[config.mk]
export PLATFORM = sky130hd
export DESIGN_NAME = operand_packer
export DESIGN_NICKNAME = d
export VERILOG_FILES = /design/src/rtl/operand_packer.sv
export SDC_FILE = /design/constraint.sdc
export NUM_CORES = 1
export LEC_CHECK = 0
export BUFFER_PORTS_ARGS = -buffer_cell sky130_fd_sc_hd__buf_2
export CORE_UTILIZATION = 52
export DETAILED_ROUTE_END_ITERATION = 10
export HOLD_SLACK_MARGIN = 0.02
export PLACE_DENSITY = 0.76
export SYNTH_ARGS = -nofsm -noshare
export SYNTH_HDL_FRONTEND = slang
export SYNTH_SLANG_ARGS = --single-unit
[constraint.sdc]
create_clock -name clk -period 28.5 [get_ports clk]
set_input_delay 5.7 -clock clk [delete_from_list [all_inputs] [get_ports clk]]
set_output_delay 5.7 -clock clk [all_outputs]
set_load 0.1 [all_outputs]
[src/rtl/operand_packer.sv]
// operand_packer
//   Assembles a narrow element/scale beat stream into one NUM_ELEM-element
//   operand vector plus NUM_ELEM/2 micro-scales, using a two-entry ping-pong
//   buffer so one vector can fill while the previous one waits downstream.
//
// Ports:
//   clk, rst              clock, asynchronous active-high reset
//   in_valid/in_ready     input beat handshake
//   in_elems              BEAT_ELEMS elements of the current beat
//   in_scales             BEAT_ELEMS/2 micro-scales of the current beat
//   in_mode               scale_sharing_mode, sampled on beat 0 only
//   in_last               final beat of the vector (may arrive early)
//   out_valid/out_ready   output vector handshake
//   out_elems             element i at [i*ELEM_W +: ELEM_W]
//   out_scales            lane l at [l*SCALE_W +: SCALE_W]
//   out_mode              latched scale_sharing_mode
//
// Optional build macro OPERAND_PACKER_STATS_EN adds:
//   stat_vectors          count of output handshakes (wraps at 2^32)
//   stat_padded           count of vectors completed early by in_last
module operand_packer #(
  parameter int NUM_ELEM   = 32,
  parameter int ELEM_W     = 8,
  parameter int BEAT_ELEMS = 4,
  parameter int SCALE_W    = 8
) (
  input  logic                               clk,
  input  logic                               rst,
  input  logic                               in_valid,
  output logic                               in_ready,
  input  logic [BEAT_ELEMS*ELEM_W-1:0]       in_elems,
  input  logic [(BEAT_ELEMS/2)*SCALE_W-1:0]  in_scales,
  input  logic                               in_mode,
  input  logic                               in_last,
  output logic                               out_valid,
  input  logic                               out_ready,
  output logic [NUM_ELEM*ELEM_W-1:0]         out_elems,
  output logic [(NUM_ELEM/2)*SCALE_W-1:0]    out_scales,
  output logic                               out_mode
`ifdef OPERAND_PACKER_STATS_EN
  ,
  output logic [31:0]                        stat_vectors,
  output logic [31:0]                        stat_padded
`endif
);

  localparam int NUM_BEATS = NUM_ELEM / BEAT_ELEMS;
  localparam int CNT_W     = (NUM_BEATS > 1) ? $clog2(NUM_BEATS) : 1;
  localparam int EVEC_W    = NUM_ELEM * ELEM_W;
  localparam int SVEC_W    = (NUM_ELEM / 2) * SCALE_W;
  localparam int BEAT_EW   = BEAT_ELEMS * ELEM_W;
  localparam int BEAT_SW   = (BEAT_ELEMS / 2) * SCALE_W;

  typedef enum logic [1:0] {
    BUF_EMPTY   = 2'd0,
    BUF_FILLING = 2'd1,
    BUF_FULL    = 2'd2
  } buf_state_e;

  buf_state_e              state_q  [2];
  buf_state_e              state_d  [2];
  logic [EVEC_W-1:0]       elems_q  [2];
  logic [EVEC_W-1:0]       elems_d  [2];
  logic [SVEC_W-1:0]       scales_q [2];
  logic [SVEC_W-1:0]       scales_d [2];
  logic                    mode_q   [2];
  logic                    mode_d   [2];
  logic                    wr_ptr_q, wr_ptr_d;
  logic                    rd_ptr_q, rd_ptr_d;
  logic [CNT_W-1:0]        beat_cnt_q, beat_cnt_d;

  logic                    beat_acc;
  logic                    natural_end;
  logic                    vec_done;
  logic                    out_hs;
  int unsigned             elem_off;
  int unsigned             scale_off;

  // Ready depends only on registered state (plus reset), never on in_valid.
  assign in_ready    = !rst && (state_q[wr_ptr_q] != BUF_FULL);
  assign beat_acc    = in_valid && in_ready;
  assign natural_end = (beat_cnt_q == CNT_W'(NUM_BEATS - 1));
  assign vec_done    = beat_acc && (natural_end || in_last);

  assign out_valid   = (state_q[rd_ptr_q] == BUF_FULL);
  assign out_hs      = out_valid && out_ready;
  assign out_elems   = elems_q[rd_ptr_q];
  assign out_scales  = scales_q[rd_ptr_q];
  assign out_mode    = mode_q[rd_ptr_q];

  always_comb begin
    state_d    = state_q;
    elems_d    = elems_q;
    scales_d   = scales_q;
    mode_d     = mode_q;
    wr_ptr_d   = wr_ptr_q;
    rd_ptr_d   = rd_ptr_q;
    beat_cnt_d = beat_cnt_q;
    elem_off   = 32'(beat_cnt_q) * BEAT_EW;
    scale_off  = 32'(beat_cnt_q) * BEAT_SW;

    if (beat_acc) begin
      // Clearing the whole entry on beat 0 makes slots skipped by an early
      // in_last read back as zero without any per-slot valid tracking.
      if (beat_cnt_q == '0) begin
        elems_d[wr_ptr_q]  = '0;
        scales_d[wr_ptr_q] = '0;
        mode_d[wr_ptr_q]   = in_mode;
        state_d[wr_ptr_q]  = BUF_FILLING;
      end
      elems_d[wr_ptr_q][elem_off +: BEAT_EW]   = in_elems;
      scales_d[wr_ptr_q][scale_off +: BEAT_SW] = in_scales;

      if (vec_done) begin
        state_d[wr_ptr_q] = BUF_FULL;
        wr_ptr_d          = ~wr_ptr_q;
        beat_cnt_d        = '0;
      end else begin
        beat_cnt_d = beat_cnt_q + 1'b1;
      end
    end

    // A completing entry is FILLING and a draining entry is FULL, so both
    // updates in one cycle always target different entries.
    if (out_hs) begin
      state_d[rd_ptr_q] = BUF_EMPTY;
      rd_ptr_d          = ~rd_ptr_q;
    end
  end

  always_ff @(posedge clk or posedge rst) begin
    if (rst) begin
      for (int unsigned b = 0; b < 2; b++) begin
        state_q[b]  <= BUF_EMPTY;
        elems_q[b]  <= '0;
        scales_q[b] <= '0;
        mode_q[b]   <= 1'b0;
      end
      wr_ptr_q   <= 1'b0;
      rd_ptr_q   <= 1'b0;
      beat_cnt_q <= '0;
    end else begin
      state_q    <= state_d;
      elems_q    <= elems_d;
      scales_q   <= scales_d;
      mode_q     <= mode_d;
      wr_ptr_q   <= wr_ptr_d;
      rd_ptr_q   <= rd_ptr_d;
      beat_cnt_q <= beat_cnt_d;
    end
  end

`ifdef OPERAND_PACKER_STATS_EN
  logic [31:0] stat_vectors_q, stat_vectors_d;
  logic [31:0] stat_padded_q, stat_padded_d;

  always_comb begin
    stat_vectors_d = stat_vectors_q;
    stat_padded_d  = stat_padded_q;
    if (out_hs) begin
      stat_vectors_d = stat_vectors_q + 32'd1;
    end
    // Padded means in_last ended the vector before its natural final beat.
    if (vec_done && !natural_end) begin
      stat_padded_d = stat_padded_q + 32'd1;
    end
  end

  always_ff @(posedge clk or posedge rst) begin
    if (rst) begin
      stat_vectors_q <= '0;
      stat_padded_q  <= '0;
    end else begin
      stat_vectors_q <= stat_vectors_d;
      stat_padded_q  <= stat_padded_d;
    end
  end

  assign stat_vectors = stat_vectors_q;
  assign stat_padded  = stat_padded_q;
`endif

endmodule

* Yosys cells after proc, flatten, opt, wreduce, memory -nomap -nowiden
Index checks and enable logic that the tools add are counted.
** Word-level totals
- Register bits after elaboration :: 779
- Latch bits :: 0
- Memory bits (writable) :: 0
- Memory bits (read-only) :: 0
- Input port bits :: 54
- Output and inout bits :: 387
- Word-level logic and storage cells :: 94
- Memories :: 0
** Operators by class
- Add/sub/neg operators :: 3
- $mul :: 0
- Divide/modulo/power cells :: 0
- Order comparisons :: 4
- Eq/ne operators :: 3
- Shift operators :: 4
- Muxes and demuxes :: 42
- Bitwise operators :: 16
- Reductions and logical operators :: 11
** Operators by type and width (number)
- $mux W256 :: 7
- $mux W512 :: 2
- $mux W128 :: 5
- $and A512 B512 Y512 :: 1
- $bwmux W512 :: 1
- $demux W256 S1 :: 2
- $not A512 Y512 :: 1
- $and A256 B256 Y256 :: 1
- $bwmux W256 :: 1
- $demux W128 S1 :: 2
- $not A256 Y256 :: 1
- $shift A32 B34 Y256 const A :: 1
- $shiftx A32 B34 Y256 :: 1
- $shift A16 B34 Y128 const A :: 1
- $shiftx A16 B34 Y128 :: 1
- $neg A7 Y34 :: 1
- $neg A8 Y34 :: 1
- $mux W4 :: 5
- $mux W2 :: 8
- $logic_and A1 B1 Y1 :: 6
- $and A2 B2 Y2 :: 2
- $and A4 B4 Y4 :: 1
- $demux W2 S1 :: 2
- $ge A2 B2 Y1 const B :: 2
- other kinds (18) :: 27

* Logic depth before layout (Yosys ltp)
- Depth after elaboration :: 14
- Depth in mapped cells :: 11
- Mapped depth without buffers :: 7

* Least setup slack after synthesis
Ideal clock, no wire load.
- Path type :: input to output
- Start point :: input rst
- End point :: output in_ready
- Arrival time :: 6953 ps
- Required time :: 22800 ps
- Path slack :: 15847 ps
- Cell stages on the path :: 1
- Path buffers :: 0
- Cells stage by stage :: nor2_1
** Between the ends
- Cells in the longest elaborated chain, start to end :: 2
** Ends and longest elaborated chain
- start, declared :: RTL line 28 : input logic rst,
- $logic_not A1 Y1 (no line)
- $logic_and A1 B1 Y1 :: RTL line 80 : assign in_ready = !rst && (state_q[wr_ptr_q] != BUF_FULL);
- end, declared :: RTL line 30 : output logic in_ready,
Every way passes these cells.

* Worst setup path in the final report
Ends and elaborated chain as after synthesis.

==> impl_metrics.tcl <==
set metrics [dict create \
    root_buffer "clkbuf_16" \
    setup_violations 0 \
    grt_pass1_vias 24541 \
    dp_hpwl_mm 61.66 \
    drv_slew 149 \
    cp-end-kind "output port" \
    cts_buffers 80 \
    cts.repair.resized 0 \
    fin_util_pct 60.38 \
    routabilityCongestion 0.8324 \
    period_needed_ns 12.13 \
    die-width_um 254 \
    antenna_found_initial 3 \
    synth_top_cell_by_area "dfrtp_1" \
    maxCapViolCount 0 \
    cts.sinks 779 \
    synth_area_mm2 0.03302 \
    fin_tns_setup_ns 0 \
    crit_fanout 4 \
    drt_pass1_iterations 5 \
    dr.first_iter.drc_count 2312 \
    worst_ep_required_time_ns 22.80 \
    portBuffers 440 \
    detail_route.vias_per_cell 6.472 \
    period_share_pct 42.57 \
    skew_ns 0.01770 \
    synth_commonest_cells "dfrtp_1 (779), a22o_1 (632), mux2_2 (371), clkbuf_1 (161), nand2_1 (131)" \
    start_kind "input pin" \
    clk_pin_slew_ns 0.06 \
    io_pins 441 \
    cts_hold_buf 0 \
    clock_path_buffers 3 \
    violations "slew limit" \
    synthArstFlopShare_pct 100.0 \
    yosysMostFrequentCell "dfrtp_1" \
    worstSetupPathType "in -> out" \
    ys_seq_area_share_pct 59.03 \
    rsz0062_at_grt "false" \
    syn_area_per_cell_um2 12.89 \
    die_h_um 254 \
    antenna_cells 0 \
    syn-num-nets 2620 \
    grtUsageTotal_pct 32.04 \
    grt_max_degree 207 \
    start_util_pct 52.44 \
    layout.nets 2874 \
    arrival_ns 6.43 \
    tritoncts "done" \
    clk_latency_ns 0.62 \
    hold_slack_ns 0.4716 \
    ys_warn_count 0 \
    layout-drive-gt1-share_pct 35.38 \
    num_vias 24113 \
    drcViolationCount 0 \
    relSlewSlack_pct -24.56 \
    grt_pass1_wl_mm 154.8 \
    cts_setup_buffers 0 \
    rows 92 \
    cts.htree.levels 3 \
    hold_viol 0 \
    synth_area_leaders "dfrtp_1 (59%), a22o_1 (17%), mux2_2 (13%)" \
    routed_wl_mm 104.3 \
    synth_seq_cells 779 \
    fmax_mhz 82.42 \
    coreArea_mm2 0.06297 \
    synth_top_flop_cell "dfrtp_1" \
    die-area_mm2 0.06452 \
    detail-route-antenna-nets 0 \
    hold_class "reg -> reg" \
    synth_edf_count 0 \
    area.growth.synth_to_final_pct 15.14 \
    grt_overflow 0 \
    synth_top_area_share_pct 59.03 \
    synthCells 2562 \
    worst_pin_slew_ns 1.868 \
    synth_cell_type_count 42 \
    post_drt_wl_per_cell_um 27.98 \
    fillerInstances 4838 \
    outcome "complete, but fails checks" \
]
cell families after synthesis:
family	Yosys count	synth area share [%]
muxes	374	12.74
buffers and inverters	366	4.778
and+or+nand+nor	284	4.077
adders and majority gates	4	0.1516
DFF	779	59.03
AOI/OAI and AO/OA	755	19.22
worst paths after layout:
path / from / endpoint / slack [ns] / cells after the start
max reg2reg: beat_cnt_q[0] / elems_q[481] / 24.66 / 9
min reg2reg: elems_q[28] / elems_q[28] / 0.47 / 2
max in group asynchronous: rst / elems_q[198] / 19.76 / 5
max: rst / in_ready / 16.37 / 3
min in group asynchronous: rst / scales_q[146] / 5.29 / 2
min: elems_q[28] / elems_q[28] / 0.47 / 2
registers in the layout (all words and copies together), names as in the netlist:
name / cells
beat_cnt_q: 3
scales_q: 256
mode_q: 2
elems_q: 512
wr_ptr_q: 1
state_q: 4
rd_ptr_q: 1
critical path, stage by stage:
cell and delay, ns:
buf_2 0.15, nor2_1 0.13, buf_2 0.45
cell type report:
cell class              count  area (um2)  share of cell area [%]
flip-flops and latches    779       19500                   51.28
multi-input cells        1417       12120                   31.88
repair buffers            484        2557                   6.727
clock buffers             122        2361                   6.210
well taps                 846        1059                   2.784
clock inverters            24       215.2                  0.5660
inverters                  54       210.2                  0.5529
placed cells by master (no fill, tap or decap), drive strengths merged, types with 2 or more instances in the layout:
cell type / Yosys / layout
dfrtp: 779 / 779
a22o: 632 / 632
buf: 151 / 484
mux2: 371 / 371
nand2: 132 / 132
clkbuf: 161 / 122
nand3: 105 / 105
o21ai: 73 / 73
inv: 54 / 58
o2bb2ai: 20 / 20
a32o: 20 / 20
clkinv: 0 / 15
nor2: 15 / 15
nor3: 8 / 8
nand2b: 6 / 6
o31ai: 5 / 5
ha: 4 / 4
or3: 3 / 3
mux2i: 3 / 3
bufinv: 0 / 3
and3: 3 / 3
and2: 3 / 3
nor2b: 2 / 2
a21oi: 2 / 2
clkinvlp: 0 / 2
and2b: 2 / 2
metrics by stage:
| step | cells | instance area, um2 | setup WS (ns) |
|---|---|---|---|
| after floorplan | 2562 | 33020 | 0.9300 |
| after global placement | 3580 | 35440 | 16.34 |
| after CTS | 3726 | 38020 | 16.37 |
| after global routing | 3726 | 38020 | 16.35 |
| final | 3726 | 38020 | 16.37 |
| after detailed placement | 3580 | 35440 | 16.37 |
per-layer routing:
| metal | share of wire (%) | global-route usage [%] | up-vias |
|---|---|---|---|
| li1 | - | - | 9971 |
| met1 | 40 | 43.19 | 12698 |
| met2 | 47 | 49.70 | 1231 |
| met4 | 4.0 | 14.41 | 4 |
| met5 | 0.027 | 0 | - |
| met3 | 8.8 | 7.098 | 209 |
Power is not shown: default switching activity piles up to over one toggle a cycle in this logic, so the estimate is an artifact.
